<file path="src/rtl/mod_counter.sv">
// Parametrised up/down modulus counter with optional prescaler, wrap or
// saturate boundary handling, and tc/ovf/match/step flags for cascading.
module mod_counter #(
  parameter int              WIDTH     = 4,
  parameter longint unsigned MAX_VAL   = (64'd1 << WIDTH) - 64'd1,
  parameter longint unsigned RESET_VAL = 64'd0,
  parameter int              SATURATE  = 0,
  parameter int              PRESCALE  = 1
) (
  input  logic             clk,
  input  logic             reset,
  input  logic             en,
  input  logic             up_dn,
  input  logic             clear,
  input  logic             load,
  input  logic [WIDTH-1:0] load_val,
  input  logic [WIDTH-1:0] cmp_val,
  output logic [WIDTH-1:0] result,
  output logic             tc,
  output logic             ovf,
  output logic             match,
  output logic             step
);

  generate
    if (WIDTH < 1 || WIDTH > 32) begin : g_bad_width
      $error("mod_counter: WIDTH=%0d outside 1..32", WIDTH);
    end
    if (MAX_VAL < 64'd1 || MAX_VAL > ((64'd1 << WIDTH) - 64'd1)) begin : g_bad_max
      $error("mod_counter: MAX_VAL=%0d outside 1..2**WIDTH-1", MAX_VAL);
    end
    if (RESET_VAL > MAX_VAL) begin : g_bad_reset
      $error("mod_counter: RESET_VAL=%0d exceeds MAX_VAL=%0d", RESET_VAL, MAX_VAL);
    end
    if (SATURATE < 0 || SATURATE > 1) begin : g_bad_sat
      $error("mod_counter: SATURATE=%0d must be 0 or 1", SATURATE);
    end
    if (PRESCALE < 1) begin : g_bad_pre
      $error("mod_counter: PRESCALE=%0d must be >= 1", PRESCALE);
    end
  endgenerate

  localparam int               PW     = (PRESCALE > 1) ? $clog2(PRESCALE) : 1;
  localparam logic [WIDTH-1:0] MAX_C  = MAX_VAL[WIDTH-1:0];
  localparam logic [WIDTH-1:0] RST_C  = RESET_VAL[WIDTH-1:0];
  localparam logic [WIDTH-1:0] ZERO_C = {WIDTH{1'b0}};
  localparam logic [WIDTH-1:0] ONE_C  = WIDTH'(1'b1);

  logic [WIDTH-1:0] result_r;
  logic             ovf_r;
  logic             pre_last_s;
  logic             step_s;
  logic             tc_s;
  logic [WIDTH-1:0] next_s;
  logic [WIDTH-1:0] load_clamp_s;

  // Prescaler: counts enabled cycles and flags the last one of each period
  generate
    if (PRESCALE > 1) begin : g_pre
      logic [PW-1:0] pre_r;

      // Advance on enabled cycles, restart on reset/clear/load or after a step
      always_ff @(posedge clk) begin
        if (reset || clear || load) begin
          pre_r <= {PW{1'b0}};
        end else if (en) begin
          pre_r <= pre_last_s ? {PW{1'b0}} : pre_r + PW'(1'b1);
        end else begin
          pre_r <= pre_r;
        end
      end

      assign pre_last_s = (pre_r == PW'(PRESCALE - 1));
    end else begin : g_nopre
      assign pre_last_s = 1'b1;
    end
  endgenerate

  assign step_s       = en & pre_last_s & ~clear & ~load & ~reset;
  assign tc_s         = up_dn ? (result_r == MAX_C) : (result_r == ZERO_C);
  assign load_clamp_s = (load_val > MAX_C) ? MAX_C : load_val;

  // Next count value; the boundary is handled explicitly so a modulus below
  // 2**WIDTH wraps correctly
  always_comb begin
    next_s = result_r;
    if (up_dn) begin
      if (result_r == MAX_C) begin
        next_s = (SATURATE != 0) ? MAX_C : ZERO_C;
      end else begin
        next_s = result_r + ONE_C;
      end
    end else begin
      if (result_r == ZERO_C) begin
        next_s = (SATURATE != 0) ? ZERO_C : MAX_C;
      end else begin
        next_s = result_r - ONE_C;
      end
    end
  end

  // Count register and boundary pulse: reset > clear > load > count
  always_ff @(posedge clk) begin
    if (reset || clear) begin
      result_r <= RST_C;
      ovf_r    <= 1'b0;
    end else if (load) begin
      result_r <= load_clamp_s;
      ovf_r    <= 1'b0;
    end else begin
      if (step_s) begin
        result_r <= next_s;
      end else begin
        result_r <= result_r;
      end
      ovf_r <= step_s & tc_s;
    end
  end

  assign result = result_r;
  assign ovf    = ovf_r;
  assign tc     = tc_s;
  assign match  = (result_r == cmp_val);
  assign step   = step_s;

endmodule
</file>
<file path="config.mk">
export PLATFORM = sky130hd
export DESIGN_NAME = mod_counter
export DESIGN_NICKNAME = d
export VERILOG_FILES = /design/src/rtl/mod_counter.sv
export SDC_FILE = /design/constraint.sdc
export NUM_CORES = 1
export LEC_CHECK = 0
export ABC_AREA = 1
export BUFFER_PORTS_ARGS = -buffer_cell sky130_fd_sc_hd__buf_2
export CAP_MARGIN = 15
export CORE_AREA = 2 2 39 41
export DETAILED_ROUTE_END_ITERATION = 12
export DIE_AREA = 0 0 41 43
export PLACE_DENSITY_LB_ADDON = 0.08
export SLEW_MARGIN = 20
export SYNTH_ARGS = -nofsm -noshare
export SYNTH_HDL_FRONTEND = slang
export SYNTH_SLANG_ARGS = --single-unit
export TNS_END_PERCENT = 50
</file>
<file path="constraint.sdc">
create_clock -name clk -period 1.4 [get_ports clk]
set_input_delay 0.21 -clock clk [delete_from_list [all_inputs] [get_ports clk]]
set_output_delay 0.21 -clock clk [all_outputs]
set_load 0.03 [all_outputs]
</file>
==> impl_metrics.toml <==
[synth]
synth_edf_count = 0
async_flop_share_pct = 0
synth.most_common_cell = "nand2_1"
synth_nets = 90
synthCells = 74
synth_area_leaders = "dfxtp_1 (21%), nand2_1 (16%), nand3_1 (7.4%)"
syn_area_um2 = 475
synthFlopType = "dfxtp_1"
yosysSeqAreaShare_pct = 21.1
synth_common_cells = "nand2_1 (20), nand3_1 (7), inv_1 (6), nor2_1 (6), dfxtp_1 (5)"
synth_top_cell_by_area = "dfxtp_1"
synth_cell_type_count = 24
synth-seq-cells = 5
ys_warn_count = 0
syn_area_per_cell_um2 = 6.43
synth_top_area_share_pct = 21.1

[timing]
slew_violations = 0
period_minus_slack_ns = 1.49
finalClockSkew_ns = 0.00407
fin_ws_ns = -0.0947
grt_setup_unrepaired = "yes"
period_share_pct = 107
fmax_ghz = 0.669
finalHoldViolCount = 0
hold_slack_ns = 0.232
tightestPinTransition_ns = 0.225
maxSlewHeadroom_pct = 84.9
setup_viol = 2

[final_layout]
syn_to_final_growth_pct = 47.1
num-nets-final = 118
antennaDiodeCount = 0
drive_above_1_share_pct = 53.5

[setup_path]
worst_path_max_delay_cell = "dfxtp_4"
startpoint = "result[0]"
r2r_end = "result[2]"
reg2reg_slack_ns = 0.15
critPathKind = "flop to primary output"
cp_max_fo = 7
crit_end = "match"
r2r_cells = 8
critPathCaptureType = "primary output"
crit_arrival_ns = 1.28
required_ns = 1.19
crit_path_max_incr_delay_ns = 0.37
crit_buf_inv = 1
startpoint_type = "flop"
r2r_start = "result[0]"
cp_top_family = "flip-flops"
cp_num_cells = 3
crit_path_cell_trace = "or2_4 -> a221oi_4 -> buf_6"

[clock_tree]
cts_tree = "done"
clock_latency_ns = 0.25
clkTransAtPathRegs_ns = 0.05
cts_sinks = 5
h-tree-depth = 1
root_buffer = "clkbuf_4"
ctsLongestPathBuffers = 2
numCtsBuffers = 3

[floorplan]
chipWidth_um = 41
die_h_um = 43
dieArea_um2 = 1760
core_um2 = 1380
fp-row-count = 14
initial_core_util_pct = 34.4
io_pins = 22

[hold_path]
hold_class = "input port to flop"
hold_depth = 3

[route]
wirelength_um = 1150
drtIter0Drc = 7
ant_nets = 0
drc = 0
wl_per_cell_um = 9.85
vias = 556
via_per_inst = 4.75
dr.pass1.iters = 4

[pwr]
total_leakage_power_nw = 0.340
power_density_nw_per_um2 = 700
vdd_drop_max_uv = 384
total_power_mw = 0.490

[global_routing]
grt_usage_pct = 16.3
grt_max_degree = 9
grt_overflow = 0
antenna_found_initial = 0
grt_pass1_vias = 498
grt_first_pass_wirelength_um = 2030

[status]
violations = "negative setup slack"
status = "complete, but fails checks"

[flow_run]
cap_violations = 0

[placed_design]
port_buffers = 21
dp_hpwl_um = 886
finalWeightedCongestion = 0.712
## how the worst min path moves through the flow
| stage | start | end | slack (ns) |
|---|---|---|---|
| after floorplan | load | result[0] | 0.36 |
| after CTS | load_val[0] | result[0] | 0.23 |
| after global routing | load_val[0] | result[0] | 0.24 |
| final | load_val[0] | result[0] | 0.23 |
| after global placement | load_val[0] | result[0] | 0.49 |
| after detailed placement | load_val[0] | result[0] | 0.49 |
## placed cells by master (no fill, tap or decap)
| cell type | synthesis | final |
|---|---|---|
| a21oi_1 | 2 | 2 |
| inv_1 | 6 | 5 |
| ha_2 | 0 | 2 |
| dfxtp_2 | 0 | 2 |
| inv_2 | 3 | 3 |
| and2_1 | 1 | 1 |
| clkbuf_4 | 0 | 3 |
| nand4_1 | 2 | 2 |
| xnor2_1 | 2 | 2 |
| nand2_2 | 1 | 4 |
| or2_4 | 0 | 2 |
| a211oi_1 | 1 | 1 |
| nor2_1 | 6 | 5 |
| o21ai_0 | 1 | 1 |
| nand3_1 | 7 | 7 |
| xor2_1 | 1 | 1 |
| buf_2 | 1 | 19 |
| dfxtp_4 | 0 | 2 |
| o21ai_2 | 1 | 1 |
| a221oi_4 | 0 | 1 |
| buf_6 | 2 | 2 |
| buf_4 | 0 | 5 |
| inv_4 | 0 | 1 |
| nor2_4 | 0 | 1 |
| a21oi_2 | 1 | 1 |
| dfxtp_1 | 5 | 1 |
| nor2_2 | 4 | 4 |
| nand2_1 | 20 | 17 |
| a31oi_1 | 1 | 1 |
| clkinv_2 | 0 | 1 |
| or2_1 | 2 | 1 |
## cell type report
cell class                 count  area (um2)
tap                           16        20.0
clock inverter                 1        5.00
inverter                       9        36.3
clock buffer                   3        22.5
multi-input combinational     57         350
fill                         149         684
sequential                     5         110
timing repair buffer          26         155
## routing by layer
layer	part of all wire, %	routed length (um)	global-route usage [%]	up-vias
met3	7.2	83	6.28	0
met4	0	0	2.00	0
met5	0	0	0	-
li1	-	-	-	288
met2	50	575	25.9	23
met1	43	493	20.8	245
## power breakdown
part | total, mW | leakage, nW | internal (mW) | switching, mW
Clock | 0.168 | 0.0177 | 0.104 | 0.0645
Sequential | 0.156 | 0.0431 | 0.147 | 0.00888
Combinational | 0.166 | 0.280 | 0.0721 | 0.0934
## kinds of logic (layout without fill, tap and decap cells)
group / after synthesis / after routing / share of synthesized area (%)
AOI/OAI and AO/OA: 8 / 8 / 12.9
DFF: 5 / 5 / 21.1
and+or+nand+nor: 44 / 44 / 42.4
adders and majority gates: 2 / 2 / 5.26
xor gates and xnor gates: 3 / 3 / 5.53
buffers and inverters: 12 / 39 / 12.9
## worst reg2reg max path, stage by stage (launching register included)
cell and delay, ns:
dfxtp_4 0.39, inv_4 0.04, ha_2 0.17, inv_2 0.08
o21ai_2 0.07, or2_1 0.21, nand3_1 0.06, nand2_1 0.06
a21oi_2 0.10
## stage by stage
stage	instances	utilization [%]	setup WS, ns	TNS (ns)	instance area [um2]
3_5_place_dp	110	44.0	0.0497	0	609
2_1_floorplan	74	-	0.0267	0	497
5_1_grt	117	50.5	-0.145	-0.280	699
3_3_place_gp	110	44.0	0.0688	0	609
4_1_cts	117	48.9	-0.123	-0.236	677
6_report	117	50.5	-0.0947	-0.147	699
## repair_timing
action | 4_1_cts | 5_1_grt
resized for setup | 6 | 9
endpoints found under the hold margin | 0 | 0
hold buffers | 0 | 0
pin swaps | 2 | 3
endpoints found under the setup margin | 2 | 2
setup buffers | 3 | 0
## sequential cells by signal, summed over array words and instances (netlist names)
name and cells:
result 4, ovf 1
No activity file was read; power rests on OpenSTA's default activity.
